**src/rtl/pipe_stage_reg.sv**
```systemverilog
// pipe_stage_reg: parametrised pipeline boundary register.
// Carries valid, qualified regwrite, rd, a control bundle and a data word
// through DEPTH register stages with whole-chain stall and flush.
// Optional build macro PIPE_STAGE_FWD_EN adds a combinational forwarding
// lookup (rs1_q/rs2_q -> fwd*_hit/fwd*_data) over the in-flight stages.
module pipe_stage_reg #(
  parameter int DATA_WIDTH = 32,
  parameter int CTRL_WIDTH = 2,
  parameter int ADDR_WIDTH = 5,
  parameter int DEPTH      = 1
) (
  input  logic                  clk,
  input  logic                  rst_n,
  input  logic                  en,
  input  logic                  flush,
  input  logic                  valid_i,
  input  logic                  regwrite_i,
  input  logic [ADDR_WIDTH-1:0] rd_i,
  input  logic [CTRL_WIDTH-1:0] ctrl_i,
  input  logic [DATA_WIDTH-1:0] data_i,
`ifdef PIPE_STAGE_FWD_EN
  input  logic [ADDR_WIDTH-1:0] rs1_q,
  input  logic [ADDR_WIDTH-1:0] rs2_q,
  output logic                  fwd1_hit,
  output logic                  fwd2_hit,
  output logic [DATA_WIDTH-1:0] fwd1_data,
  output logic [DATA_WIDTH-1:0] fwd2_data,
`endif
  output logic                  valid_o,
  output logic                  regwrite_o,
  output logic [ADDR_WIDTH-1:0] rd_o,
  output logic [CTRL_WIDTH-1:0] ctrl_o,
  output logic [DATA_WIDTH-1:0] data_o
);

  // Reject illegal configurations while elaborating.
  if (DEPTH < 1 || DEPTH > 8) begin : g_bad_depth
    $error("pipe_stage_reg: DEPTH must be in 1..8");
  end
  if (ADDR_WIDTH < 1) begin : g_bad_addr
    $error("pipe_stage_reg: ADDR_WIDTH must be at least 1");
  end

  // Stage storage; index 0 is the youngest entry, DEPTH-1 drives the outputs.
  logic                  valid_q    [DEPTH];
  logic                  regwrite_q [DEPTH];
  logic [ADDR_WIDTH-1:0] rd_q       [DEPTH];
  logic [CTRL_WIDTH-1:0] ctrl_q     [DEPTH];
  logic [DATA_WIDTH-1:0] data_q     [DEPTH];

  logic                  valid_d    [DEPTH];
  logic                  regwrite_d [DEPTH];
  logic [ADDR_WIDTH-1:0] rd_d       [DEPTH];
  logic [CTRL_WIDTH-1:0] ctrl_d     [DEPTH];
  logic [DATA_WIDTH-1:0] data_d     [DEPTH];

  // A write only survives capture if the entry is real and targets a non-x0 register.
  logic cap_regwrite;
  assign cap_regwrite = regwrite_i & valid_i & (rd_i != '0);

  for (genvar gi = 0; gi < DEPTH; gi++) begin : g_stage
    logic                  src_valid;
    logic                  src_regwrite;
    logic [ADDR_WIDTH-1:0] src_rd;
    logic [CTRL_WIDTH-1:0] src_ctrl;
    logic [DATA_WIDTH-1:0] src_data;

    if (gi == 0) begin : g_head
      assign src_valid    = valid_i;
      assign src_regwrite = cap_regwrite;
      assign src_rd       = rd_i;
      assign src_ctrl     = ctrl_i;
      assign src_data     = data_i;
    end else begin : g_body
      assign src_valid    = valid_q[gi-1];
      assign src_regwrite = regwrite_q[gi-1];
      assign src_rd       = rd_q[gi-1];
      assign src_ctrl     = ctrl_q[gi-1];
      assign src_data     = data_q[gi-1];
    end

    // Next state: flush clears, stall holds, otherwise take the upstream entry.
    always_comb begin
      valid_d[gi]    = valid_q[gi];
      regwrite_d[gi] = regwrite_q[gi];
      rd_d[gi]       = rd_q[gi];
      ctrl_d[gi]     = ctrl_q[gi];
      data_d[gi]     = data_q[gi];
      if (flush) begin
        valid_d[gi]    = 1'b0;
        regwrite_d[gi] = 1'b0;
        rd_d[gi]       = '0;
        ctrl_d[gi]     = '0;
        data_d[gi]     = '0;
      end else if (en) begin
        valid_d[gi]    = src_valid;
        regwrite_d[gi] = src_regwrite;
        rd_d[gi]       = src_rd;
        ctrl_d[gi]     = src_ctrl;
        data_d[gi]     = src_data;
      end
    end

    // Stage register; reset empties the stage immediately, without a clock.
    always_ff @(posedge clk or negedge rst_n) begin
      if (!rst_n) begin
        valid_q[gi]    <= 1'b0;
        regwrite_q[gi] <= 1'b0;
        rd_q[gi]       <= '0;
        ctrl_q[gi]     <= '0;
        data_q[gi]     <= '0;
      end else begin
        valid_q[gi]    <= valid_d[gi];
        regwrite_q[gi] <= regwrite_d[gi];
        rd_q[gi]       <= rd_d[gi];
        ctrl_q[gi]     <= ctrl_d[gi];
        data_q[gi]     <= data_d[gi];
      end
    end
  end

  assign valid_o    = valid_q[DEPTH-1];
  assign regwrite_o = regwrite_q[DEPTH-1];
  assign rd_o       = rd_q[DEPTH-1];
  assign ctrl_o     = ctrl_q[DEPTH-1];
  assign data_o     = data_q[DEPTH-1];

`ifdef PIPE_STAGE_FWD_EN
  // Forwarding lookup: scan oldest to youngest so the lowest matching index wins.
  always_comb begin
    fwd1_hit  = 1'b0;
    fwd2_hit  = 1'b0;
    fwd1_data = '0;
    fwd2_data = '0;
    for (int k = DEPTH - 1; k >= 0; k--) begin
      if (valid_q[k] && regwrite_q[k] && (rs1_q != '0) && (rd_q[k] == rs1_q)) begin
        fwd1_hit  = 1'b1;
        fwd1_data = data_q[k];
      end
      if (valid_q[k] && regwrite_q[k] && (rs2_q != '0) && (rd_q[k] == rs2_q)) begin
        fwd2_hit  = 1'b1;
        fwd2_data = data_q[k];
      end
    end
  end
`endif

endmodule

```
**config.mk**
```make
export PLATFORM = sky130hd
export DESIGN_NAME = pipe_stage_reg
export DESIGN_NICKNAME = d
export VERILOG_FILES = /design/src/rtl/pipe_stage_reg.sv
export SDC_FILE = /design/constraint.sdc
export NUM_CORES = 1
export LEC_CHECK = 0
export CORE_ASPECT_RATIO = 0.6
export CORE_MARGIN = 4
export CORE_UTILIZATION = 42
export DETAILED_ROUTE_END_ITERATION = 16
export PLACE_DENSITY_LB_ADDON = 0.1
export SLEW_MARGIN = 25
export SYNTH_ARGS = -nofsm -noshare
export SYNTH_HDL_FRONTEND = slang
export SYNTH_SLANG_ARGS = --single-unit
```
**constraint.sdc**
```tcl
create_clock -name clk -period 2.4 [get_ports clk]
set_clock_uncertainty 0.15 [all_clocks]
set_input_delay 0.48 -clock clk [delete_from_list [all_inputs] [get_ports clk]]
set_output_delay 0.48 -clock clk [all_outputs]
set_load 0.02 [all_outputs]
```
==> results.yml <==
power_and_ir_drop:
  seqPwrFrac: 0.461
  power_frac_comb: 0.192
  power_switching_uw: 390
  power.total_mw: 1.63
  p_sw_frac: 0.240
  power_frac_clock: 0.347
  power_leakage_nw: 1.25
  power-per-cell-area_nw_per_um2: 611
  peakVddDrop_v: 0.000430
  p_int_mw: 1.24
floorplan:
  die-area_sq_um: 5090
  die_y_um: 56.9
  rows: 17
  initial_core_util: 0.447
  io_pins: 86
  coreArea_sq_um: 3740
  die_width_um: 89.4
timing:
  setup_tns_ps: 0
  final-setup-viol-count: 0
  tightest_slew_ps: 880
  slew_headroom: 0.413
  clock.fmax_ghz: 0.521
  hold_violations: 0
  layout_min_cycle_time_ps: 1920
  rsz0062_at_grt: "false"
  final-max-slew-violation-count: 0
  fin_crit_sh: 0.800
clocking:
  cts_tree: "built"
  root_buffer: "clkbuf_8"
  ctsLongestPathBuffers: 2
  cts_setup_buffers: 0
  insertion_delay_ps: 290
  ctsHtreeMaxLevel: 2
  cts_sinks: 41
  cts_buffers: 5
  post_cts_resized: 0
  clk_pin_slew_worst_paths_ps: 80
  cts_hold_buffers: 0
synth:
  ys_seq_area_frac: 0.614
  syn_area_sq_um: 1670
  synthCells: 135
  syn_nets: 180
  avgSynthCellArea_sq_um: 12.4
  ys_types: 10
  ys_warn_count: 0
  ys_seq_elements: 41
cells_and_area:
  finalInstanceArea_sq_um: 2660
  fin_cells: 267
  final_core_util: 0.711
  area_growth_pct: 59.2
  layout-drive-gt1-share: 0.0636
  nets: 264
  diodes: 0
drt:
  drt-initial-drc-count: 34
  routed_via_density: 4.81
  wirelength_um: 4070
  wl_per_cell_um: 15.3
  ant_nets: 0
  drc: 0
  drt-pass1-iter-count: 4
  vias: 1284
global_routing:
  grt.overflow.total: 0
  grt_pass1_vias: 1321
  antenna_found_initial: 0
  grt_pass1_wl_um: 6340
  grt_start_max_net_pins: 42
  grt.total_usage: 0.167
setup_path:
  criticalPathCategory: "flop to primary output"
  start_kind: "flop"
  rrSetupSlack_ps: 1520
  critPathBufInv: 1
  worstPathRequired_ps: 1770
  cp_slowest_cell: "clkdlybuf4s50_1"
  crit_arrival_ps: 1290
  path_cells: "clkdlybuf4s50_1"
  critPathTopFamily: "buffers and inverters"
  crit_path_max_fanout: 2
  slowest_delay_ps: 640
  critPathCaptureType: "primary output"
placed_design:
  portBuffers: 85
  hpwl_um: 2990
  placed_cell_area_sq_um: 2540
  placed_cells: 259
  gp_routability_congestion: 0.754
status:
  status: "completed"
run:
  max-cap-violations: 0
hold_path:
  holdCritPathClass: "primary input to asynchronous set/reset pin"
## synthesized netlist by cell type
cell	count	area, sq um
nor2_1	40	150
a21oi_2	1	8.76
buf_4	4	30.0
buf_2	1	5.00
dfrtp_1	41	1030
o2111ai_2	1	15.0
mux2i_1	40	400
or4_4	1	11.3
clkbuf_1	5	18.8
nand2b_1	1	6.26
## flip-flops by register name, summed over array words and instances (netlist names)
register    flops
rd_o            5
valid_o         1
regwrite_o      1
ctrl_o          2
data_o         32
## through the flow
step	setup slack (ps)	hold slack, ps
CTS	467	179
detailed placement	412	361
floorplan	895	34.4
global placement	419	350
global route	431	225
finish	479	154
## layout by cell type, fill, tap and decap left out, drive strengths merged
cell type,Yosys,layout
clkdlybuf4s50,0,83
dfrtp,41,41
mux2i,40,40
nor2,40,40
clkbuf,5,7
buf,5,4
or4,1,1
o2111ai,1,1
nand2b,1,1
a21oi,1,1
bufinv,0,1
## final cells by class
class	count	area [sq um]
fillers	288	1080
flip-flops and latches	41	1030
repair buffers	87	868
multi-input cells	84	592
clock buffers	7	86.3
well taps	47	58.8
clock inverters	1	30.0
## cells by family (layout without fill, tap and decap cells)
group,count (synthesis),count (layout),share of synthesized area
DFF,41,41,0.614
buffers and inverters,10,95,0.0322
muxes,40,40,0.240
and+or+nand+nor,42,42,0.100
AOI/OAI and AO/OA,2,2,0.0142
## layer usage
metal	global-route usage	wire [um]	vias up
met5	0	0	-
met4	0.0637	53	0
met3	0.0821	474	5
met2	0.253	1820	52
met1	0.205	1720	617
li1	-	-	610
## power by group through the flow
| stage | logic (mW) | registers, mW | clock network (mW) |
|---|---|---|---|
| finish | 0.312 | 0.750 | 0.565 |
| global route | 0.335 | 0.754 | 0.612 |
| CTS | 0.318 | 0.750 | 0.580 |
| detailed placement | 0.317 | 0.763 | 0 |
| global placement | 0.310 | 0.761 | 0 |
| floorplan | 0.0862 | 0.810 | 0 |
## final timing paths
path,from,to,cells past startpoint
worst min register to register,data_o[26]$_DFFE_PN0P_,data_o[26]$_DFFE_PN0P_,2
worst min-delay path,rst_n,rd_o[0]$_DFFE_PN0P_,1
max in group asynchronous,rst_n,ctrl_o[1]$_DFFE_PN0P_,1
worst max-delay path,valid_o$_DFFE_PN0P_,valid_o,1
worst max register to register,data_o[14]$_DFFE_PN0P_,data_o[14]$_DFFE_PN0P_,2
min in group clk,data_o[26]$_DFFE_PN0P_,data_o[26]$_DFFE_PN0P_,2
Note: power is estimated with default switching activity, not from simulation.
